## src/rtl/key_scan_pkg.sv

```systemverilog
// key_scan_pkg: default parameters and stability counter width for the key scanner
package key_scan_pkg;
    localparam int N_KEYS_DEF = 4;
    localparam int FDIV_N_DEF = 10;
    localparam int STABLE_DEF = 3;
    localparam int CNT_W      = 3;
endpackage

```

## src/rtl/key_scan_if.sv

```systemverilog
// key_scan_if: raw keys in, debounced levels and the key event handshake out
interface key_scan_if #(
    parameter int N_KEYS = 4
);
    localparam int KW = $clog2(N_KEYS);
    logic [N_KEYS-1:0] keys_in;
    logic [N_KEYS-1:0] key_state;
    logic              evt_valid;
    logic              evt_ready;
    logic [KW-1:0]     evt_key;
    logic              evt_press;
    logic              overrun;
    modport master (
        input  keys_in, evt_ready,
        output key_state, evt_valid, evt_key, evt_press, overrun
    );
    modport slave (
        output keys_in, evt_ready,
        input  key_state, evt_valid, evt_key, evt_press, overrun
    );
endinterface

```

## src/rtl/key_scan_rr_arbiter.sv

```systemverilog
// rr_arbiter: picks the first requester after the last granted index, wrapping
module rr_arbiter #(
    parameter int N = 4,
    localparam int W = $clog2(N)
) (
    input  logic [N-1:0] req,
    input  logic [W-1:0] last,
    output logic [W-1:0] grant,
    output logic         any
);
    logic [W-1:0] j;
    // Scan offsets from farthest to nearest so the nearest requester wins
    always_comb begin
        grant = '0;
        j = '0;
        any = |req;
        for (int i = N; i >= 1; i--) begin
            j = W'((int'(last) + i) % N);
            if (req[j]) grant = j;
        end
    end
endmodule

```

## src/rtl/key_scan.sv

```systemverilog
// key_scan: time-multiplexed key debouncer with one pending event per key
module key_scan import key_scan_pkg::*; #(
    parameter int N_KEYS = N_KEYS_DEF,
    parameter int FDIV_N = FDIV_N_DEF,
    parameter int STABLE = STABLE_DEF
) (
    input logic       clk,
    input logic       clrn,
    key_scan_if.master bus
);
    localparam int W = $clog2(N_KEYS);
    logic [FDIV_N-1:0]             pre;
    logic [W-1:0]                  ptr, last, gnt, evt_key;
    logic [N_KEYS-1:0][CNT_W-1:0]  cnt;
    logic [N_KEYS-1:0]             state, pend, ptype;
    logic [CNT_W-1:0]              nxt;
    logic evt_valid, evt_press, ovr, tick, diff, post, ld, any, take;
    assign tick = &pre;
    assign diff = bus.keys_in[ptr] != state[ptr];
    assign nxt  = cnt[ptr] + 1'b1;
    assign post = tick && diff && nxt == CNT_W'(STABLE);
    assign ld   = !evt_valid || bus.evt_ready;
    assign take = ld && any;
    rr_arbiter #(.N(N_KEYS)) u_arb (
        .req   (pend),
        .last  (last),
        .grant (gnt),
        .any   (any)
    );
    // A grant and a new edge on one key in the same cycle: the old type leaves, the new one stays pending
    always_ff @(posedge clk) begin
        if (!clrn) begin
            pre       <= '0;
            ptr       <= '0;
            cnt       <= '0;
            state     <= '0;
            pend      <= '0;
            ptype     <= '0;
            last      <= W'(N_KEYS - 1);
            evt_valid <= 1'b0;
            evt_key   <= '0;
            evt_press <= 1'b0;
            ovr       <= 1'b0;
        end else begin
            pre <= pre + 1'b1;
            if (tick) begin
                ptr      <= (ptr == W'(N_KEYS - 1)) ? '0 : ptr + 1'b1;
                cnt[ptr] <= (diff && !post) ? nxt : '0;
            end
            if (ld) begin
                evt_valid <= any;
                if (any) begin
                    evt_key   <= gnt;
                    evt_press <= ptype[gnt];
                    last      <= gnt;
                end
            end
            if (take) pend[gnt] <= 1'b0;
            if (post) begin
                state[ptr] <= ~state[ptr];
                pend[ptr]  <= 1'b1;
                ptype[ptr] <= ~state[ptr];
                if (pend[ptr] && !(take && gnt == ptr)) ovr <= 1'b1;
            end
        end
    end
    assign bus.key_state = state;
    assign bus.evt_valid = evt_valid;
    assign bus.evt_key   = evt_key;
    assign bus.evt_press = evt_press;
    assign bus.overrun   = ovr;
endmodule

```

## src/flat_wrapper.sv

```systemverilog
// flat-port wrapper written by rule: the top's interface ports become plain ports
module key_scan_flat import key_scan_pkg::*;
#(
    parameter int N_KEYS = N_KEYS_DEF,
    parameter int FDIV_N = FDIV_N_DEF,
    parameter int STABLE = STABLE_DEF
)
  (clk, clrn, bus_keys_in, bus_evt_ready, bus_key_state, bus_evt_valid, bus_evt_key, bus_evt_press, bus_overrun);
  key_scan_if #(.N_KEYS(N_KEYS)) bus_i ();
  input logic clk;
  input logic clrn;
  input wire logic [$bits(bus_i.keys_in)-1:0] bus_keys_in;
  input wire logic [$bits(bus_i.evt_ready)-1:0] bus_evt_ready;
  output wire logic [$bits(bus_i.key_state)-1:0] bus_key_state;
  output wire logic [$bits(bus_i.evt_valid)-1:0] bus_evt_valid;
  output wire logic [$bits(bus_i.evt_key)-1:0] bus_evt_key;
  output wire logic [$bits(bus_i.evt_press)-1:0] bus_evt_press;
  output wire logic [$bits(bus_i.overrun)-1:0] bus_overrun;
  assign bus_i.keys_in = bus_keys_in;
  assign bus_i.evt_ready = bus_evt_ready;
  assign bus_key_state = bus_i.key_state;
  assign bus_evt_valid = bus_i.evt_valid;
  assign bus_evt_key = bus_i.evt_key;
  assign bus_evt_press = bus_i.evt_press;
  assign bus_overrun = bus_i.overrun;
  key_scan #(.N_KEYS(N_KEYS), .FDIV_N(FDIV_N), .STABLE(STABLE)) u_core (.clk(clk), .clrn(clrn), .bus(bus_i));
endmodule
```

## config.mk

```make
export PLATFORM = sky130hd
export DESIGN_NAME = key_scan_flat
export DESIGN_NICKNAME = d
export VERILOG_FILES = /design/src/rtl/key_scan_pkg.sv /design/src/rtl/key_scan_if.sv /design/src/rtl/key_scan_rr_arbiter.sv /design/src/rtl/key_scan.sv /design/src/flat_wrapper.sv
export SDC_FILE = /design/constraint.sdc
export NUM_CORES = 1
export LEC_CHECK = 0
export BUFFER_PORTS_ARGS = -buffer_cell sky130_fd_sc_hd__buf_2
export CORE_MARGIN = 5
export CORE_UTILIZATION = 62
export CTS_BUF_LIST = sky130_fd_sc_hd__clkbuf_8
export CTS_CLUSTER_SIZE = 28
export DETAILED_ROUTE_END_ITERATION = 7
export MAX_ROUTING_LAYER = met4
export PLACE_DENSITY = 0.79
export SYNTH_ARGS = -nofsm -noshare
export SYNTH_HDL_FRONTEND = slang
export SYNTH_HIERARCHICAL = 1
export SYNTH_SLANG_ARGS = --single-unit
```

## constraint.sdc

```tcl
create_clock -name clk -period 2.9 [get_ports clk]
set_clock_uncertainty 0.15 [all_clocks]
set_input_delay 0.145 -clock clk [delete_from_list [all_inputs] [get_ports clk]]
set_output_delay 0.145 -clock clk [all_outputs]
set_load 0.01 [all_outputs]
```

=== After elaboration in Yosys (flattened, before gate mapping) ===
Index checks and enable logic that the tools add are counted.
W data, S select, Z words.

* RAM bits: 0
* Memories: 0
* Register bits after elaboration: 43
* Bits of input ports: 7
* Bits in latches: 0
* Bits in read-only memories: 0

* Bitwise operators: 4
* Multiplexer cells: 36
* Equality and inequality tests: 4
* Add/subtract/negate cells: 7
* Divide/modulo/power cells: 0
* Multipliers: 0
* Order comparisons: 8
* Reduce and logical (&&, ||, !) cells: 16
* Shifts and indexed selects: 0

{| class="wikitable"
|+ Operators with widths
! operator !! count
|-
| $lt A2 B3 Y1 const B || 6
|-
| $bmux W1 S2 || 8
|-
| $bwmux W12 || 1
|-
| $mux W4 || 3
|-
| $add A10 B1 Y10 const B || 1
|-
| $mux W1 || 10
|-
| $mux W2 || 5
|-
| $reduce_and A10 Y1 || 1
|-
| $mux W3 || 3
|-
| $bwmux W4 || 2
|-
| $logic_and A1 B1 Y1 || 8
|-
| $add A2 B1 Y2 const B || 3
|-
| $bmux W3 S2 || 1
|-
| $demux W3 S2 || 1
|-
| $add A2 B2 Y2 const B || 2
|-
| $and A4 B4 Y4 || 1
|-
| $demux W1 S2 || 2
|-
| $ge A2 B1 Y1 const B || 2
|-
| $not A4 Y4 || 1
|-
| $or A4 B4 Y4 || 1
|-
| $reduce_and A2 Y1 || 2
|-
| $reduce_or A4 Y1 || 1
|-
| $add A3 B1 Y3 const B || 1
|-
| $eq A3 B2 Y1 const B || 1
|-
| 6 further kinds || 8
|}

=== Longest topological paths before layout ===
* Depth after elaboration: 17
* Gate-level depth with buffers: 10

=== Cells and area by module ===
Netlist, hierarchy kept.

{| class="wikitable"
|+ By module, submodules not included
! module !! instances !! cells each !! area each (µm²)
|-
| key_scan || 1 || 208 || 2075.7
|-
| rr_arbiter || 1 || 14 || 91.3
|}

=== Worst setup path before layout ===
No wires, ideal clock.

* Path kind: reg-to-reg
* Start point: register u_core.ptr[1]
* End point: register u_core.state[0] (netlist: u_core/bus.key_state[0])
* Library setup time: 0.136 ns
* Path slack: 0.312 ns
* Clock period less this slack: 2.588 ns
* Arrival: 2.302 ns
* Buffers on the path: 2
* Stages on the path, launching flop included: 9
* Path through: dfxtp_1 buf_6 mux4_1 ha_1 nand3b_1 mux2_4 buf_6 a2111oi_0 a211oi_1

* Word-level cells in the longest chain between the ends: 5

{| class="wikitable"
|+ Ends and longest elaborated chain
! item !! RTL line !! RTL
|-
| start: declaration || key_scan.sv:13 || <nowiki>logic [W-1:0] ptr, last, gnt, evt_key;</nowiki>
|-
| start signal: assignment || key_scan.sv:47 || <nowiki>ptr <= (ptr == W'(N_KEYS - 1)) ? '0 : ptr + 1'b1;</nowiki>
|-
| $bmux W3 S2 (tied with other cells) || key_scan.sv:20 || <nowiki>assign nxt = cnt[ptr] + 1'b1;</nowiki>
|-
| $mux W3 (not written as such) (tied with other cells) || key_scan.sv:20 ||
|-
| $add A3 B1 Y3 (tied with other cells) || key_scan.sv:20 ||
|-
| $eq A3 B2 Y1 (tied with other cells) || key_scan.sv:21 || <nowiki>assign post = tick && diff && nxt == CNT_W'(STABLE);</nowiki>
|-
| $logic_and A1 B1 Y1 or $bwmux W4 (tied branches) || key_scan.sv:21, key_scan.sv:60 ||
|-
| end signal: indexed assignment || key_scan.sv:60 || <nowiki>state[ptr] <= ~state[ptr];</nowiki>
|-
| end: declaration || key_scan.sv:15 || <nowiki>logic [N_KEYS-1:0] state, pend, ptype;</nowiki>
|}

Several ways; a longest one is shown, not always the timed one. The select of a mux whose other input is x is not followed.
A chain may end at the register's enable or synchronous reset.

=== Worst setup path in the final report ===
* Start point: register u_core.ptr[1]
* End point: register u_core.state[2] (netlist: u_core/bus.key_state[2])

Same word-level chain as after synthesis.

==> impl_metrics.toml <==
[logic_synthesis]
synthDominantAreaCellType = "sky130_fd_sc_hd__dfxtp_1"
ys.flop_type = "sky130_fd_sc_hd__dfxtp_1"
postSynthRegisterBits = 39
synth_async_sr_flop_share = 0
synth_top_area_frac = 0.360
mappedNetlistArea_um2 = 2170
synth_top_cells_by_area = "sky130_fd_sc_hd__dfxtp_1, sky130_fd_sc_hd__nand3_1, sky130_fd_sc_hd__mux4_2"
ys_types = 45
yosys_warnings = 6
synth_nets = 236
edff_count_synth = 0
postSynthCellCount = 222
synthesis.area_per_instance_um2 = 9.76
synth_seq_area_share = 0.360

[outcome]
status = "completed"

[floorplanning]
initial_utilization = 0.644
design.die.area_um2 = 4780
chipHeight_um = 69.1
die_x_um = 69.1
num_rows = 21
floorplan.io_pins = 16
core_region_area_um2 = 3360

[pwr]
power_frac_comb = 0.039
internal_power_mw = 0.743
netSwitchingFraction = 0.226
power_leakage_nw = 0.911
clockPowerShare = 0.390
worst_ir_drop_vdd_uv = 303
power_frac_seq = 0.570
pwr_density_cell_nw_per_um2 = 412
power_switching_mw = 0.216

[sta]
drv_slew = 0
worst_hold_check_slack_ns = 0.0990
tns_ns = 0
final-hold-violation-count = 0
clock.fmax_mhz = 371
timing.slew.headroom = 0.502
finalCritPeriodShare = 0.929
post-route-min-period_ns = 2.69
rsz0062_at_grt = "no"
finalSetupViolations = 0
worst_slew_pin_slew_ns = 0.748

[finish]
syn_to_final_growth_pct = 7.45
design.final.nets = 249
multi_input_comb_area_um2 = 1260
area.sequential_um2 = 781
n_fill_cell = 273
antennaDiodeCount = 0
layout-drive-gt1-share = 0.166

[clock_tree]
cts_max_path_buffers = 2
cts-buffers-inserted = 5
clk_transition_reported_paths_ns = 0.08
clock_sink_count = 39
cts.htree.levels = 2
clk-insertion-delay-late_ns = 0.30
tritoncts_clock_tree = "done"
cts_post_setup_buffers_inserted = 0
cts_root_buf = "sky130_fd_sc_hd__clkbuf_8"
hold_buf_cts = 0
cells_resized_by_post_cts_repair = 0

[routing]
drt_wl_total_um = 4720
postRouteAntennaNets = 0
via_count = 1777
post-route-drc-count = 0
drtPass1Iterations = 4
drt-initial-drc-count = 174
wl_per_cell_um = 16.8
drt_via_density = 6.32

[critical_path]
timing.critical_path.slowest_stage_cell = "sky130_fd_sc_hd__mux4_1"
path_delay_family = "multiplexers"
critical_path.n_buffers_inverters = 1
critical_path.cell_chain = "mux4_1, ha_1, nor3b_1, mux2i_1, buf_4, a2111oi_0, a211oi_1"
timing.critical_path.from_type = "register"
worst-r2r-setup-slack_ns = 0.21
critPathMaxFanout = 10
timing.critical_path.to_type = "register"
max_stage_delay_ns = 0.60
criticalPathCategory = "register to register"
data_arrival_time_of_the_worst_path_ns = 2.71
timing.critical_path.required_ns = 2.92

[global_route]
global_route.usage.total = 0.210
grt_pass1_wl_um = 8000
first_global_vias = 1719
grt_start_max_net_pins = 48
global_route.overflow_total = 0
grt_antenna_before_repair = 0

[run]
max_cap_violations = 0

[placement]
dp.final_hpwl_um = 3250
gpl.final_weighted_congestion = 0.828
port_buffers = 15

[worst_hold_path]
worst_hold_path_class = "input port to register"
layout make-up:
type,count,area share
clock buffer,6,0.0355
tap,46,0.0247
clock inverter,1,0.00215
sequential,39,0.335
multi-input combinational,160,0.541
inverter,10,0.0161
timing repair buffer,19,0.0451
cells in the final DEF (no fill, tap or decap), types with 3 or more instances in the layout:
cell,count
sky130_fd_sc_hd__ha_1,7
sky130_fd_sc_hd__buf_2,15
sky130_fd_sc_hd__a2111oi_0,3
sky130_fd_sc_hd__o311ai_0,3
sky130_fd_sc_hd__nand2b_1,5
sky130_fd_sc_hd__mux4_2,5
sky130_fd_sc_hd__and3_1,5
sky130_fd_sc_hd__a21oi_1,4
sky130_fd_sc_hd__nand3_1,24
sky130_fd_sc_hd__xnor2_1,7
sky130_fd_sc_hd__dfxtp_1,39
sky130_fd_sc_hd__mux2i_1,4
sky130_fd_sc_hd__o21ai_0,12
sky130_fd_sc_hd__a21boi_0,5
sky130_fd_sc_hd__buf_4,4
sky130_fd_sc_hd__a211oi_1,3
sky130_fd_sc_hd__xor2_1,4
sky130_fd_sc_hd__o41ai_1,8
sky130_fd_sc_hd__mux4_1,3
sky130_fd_sc_hd__a211o_1,4
sky130_fd_sc_hd__nand2_1,17
sky130_fd_sc_hd__nand4_1,3
sky130_fd_sc_hd__inv_1,10
sky130_fd_sc_hd__clkbuf_8,6
sky130_fd_sc_hd__and2_1,10
cells by family (layout without fill, tap and decap cells):
| kind of cell | Yosys count | after routing | synth area share |
|---|---|---|---|
| and+or+nand+nor | 76 | 76 | 0.196 |
| AOI/OAI and AO/OA | 51 | 51 | 0.174 |
| xor gates and xnor gates | 12 | 12 | 0.0520 |
| adders and majority gates | 7 | 7 | 0.0404 |
| DFF | 39 | 39 | 0.360 |
| muxes | 14 | 14 | 0.119 |
| buffers and inverters | 23 | 36 | 0.0583 |
cell usage after synthesis (4+ instances only):
cell type and number:
sky130_fd_sc_hd__dfxtp_1 39, sky130_fd_sc_hd__nand3_1 24, sky130_fd_sc_hd__nand2_1 17, sky130_fd_sc_hd__o21ai_0 12, sky130_fd_sc_hd__and2_1 10, sky130_fd_sc_hd__inv_1 10, sky130_fd_sc_hd__o41ai_1 8, sky130_fd_sc_hd__ha_1 7
sky130_fd_sc_hd__xnor2_1 7, sky130_fd_sc_hd__clkbuf_1 6, sky130_fd_sc_hd__a21boi_0 5, sky130_fd_sc_hd__and3_1 5, sky130_fd_sc_hd__buf_6 5, sky130_fd_sc_hd__mux4_2 5, sky130_fd_sc_hd__nand2b_1 5, sky130_fd_sc_hd__a211o_1 4
sky130_fd_sc_hd__a21oi_1 4, sky130_fd_sc_hd__mux2i_1 4, sky130_fd_sc_hd__xor2_1 4
stage by stage:
step / setup WS [ns] / utilization / std cells / total power, mW / area, um2
finish: 0.205 / 0.692 / 281 / 0.959 / 2330
global route: 0.0639 / 0.692 / 281 / 1.00 / 2330
global placement: 0.450 / 0.666 / 274 / 0.594 / 2240
CTS: 0.226 / 0.692 / 281 / 0.966 / 2330
detailed placement: 0.325 / 0.666 / 274 / 0.597 / 2240
floorplan: 0.312 / - / 222 / 0.586 / 2170
path summary, 6_finish.rpt:
| kind | to | depth (start not counted) | startpoint |
|---|---|---|---|
| worst min register to register | u_core/bus.evt_key[1] | 2 | u_core/bus.evt_key[1] |
| worst max register to register | u_core/bus.key_state[2] | 7 | u_core/ptr[1] |
| worst max-delay path | u_core/bus.key_state[2] | 7 | u_core/ptr[1] |
| worst min-delay path | u_core/bus.evt_valid | 3 | bus_evt_ready |
power by group through the flow:
stage	Sequential (mW)	Combinational, mW	Clock [mW]
floorplan	0.559	0.0265	0
global placement	0.559	0.0350	0
detailed placement	0.560	0.0372	0
CTS	0.547	0.0374	0.381
global route	0.549	0.0415	0.412
finish	0.547	0.0377	0.374
layer usage:
layer | global-route usage | share of wire | up-vias
li1 | - | - | 851
met1 | 0.248 | 0.42 | 848
met2 | 0.347 | 0.51 | 72
met3 | 0.0436 | 0.062 | 6
met4 | 0.0824 | 0.0093 | 0
met5 | - | 0 | -
registers in the layout, indices dropped and copies added, names as in the netlist:
signal,flops
u_core/bus.evt_key,2
u_core/bus.evt_press,1
u_core/bus.evt_valid,1
u_core/bus.key_state,4
u_core/bus.overrun,1
u_core/cnt,12
u_core/last,2
u_core/pend,4
u_core/pre,10
u_core/ptr,2
tightest hold or removal path: stages:
cell and delay (ns):
sky130_fd_sc_hd__buf_2 0.07, sky130_fd_sc_hd__nand2b_1 0.17, sky130_fd_sc_hd__a21boi_0 0.11
Power figures use the tool's default switching activity.
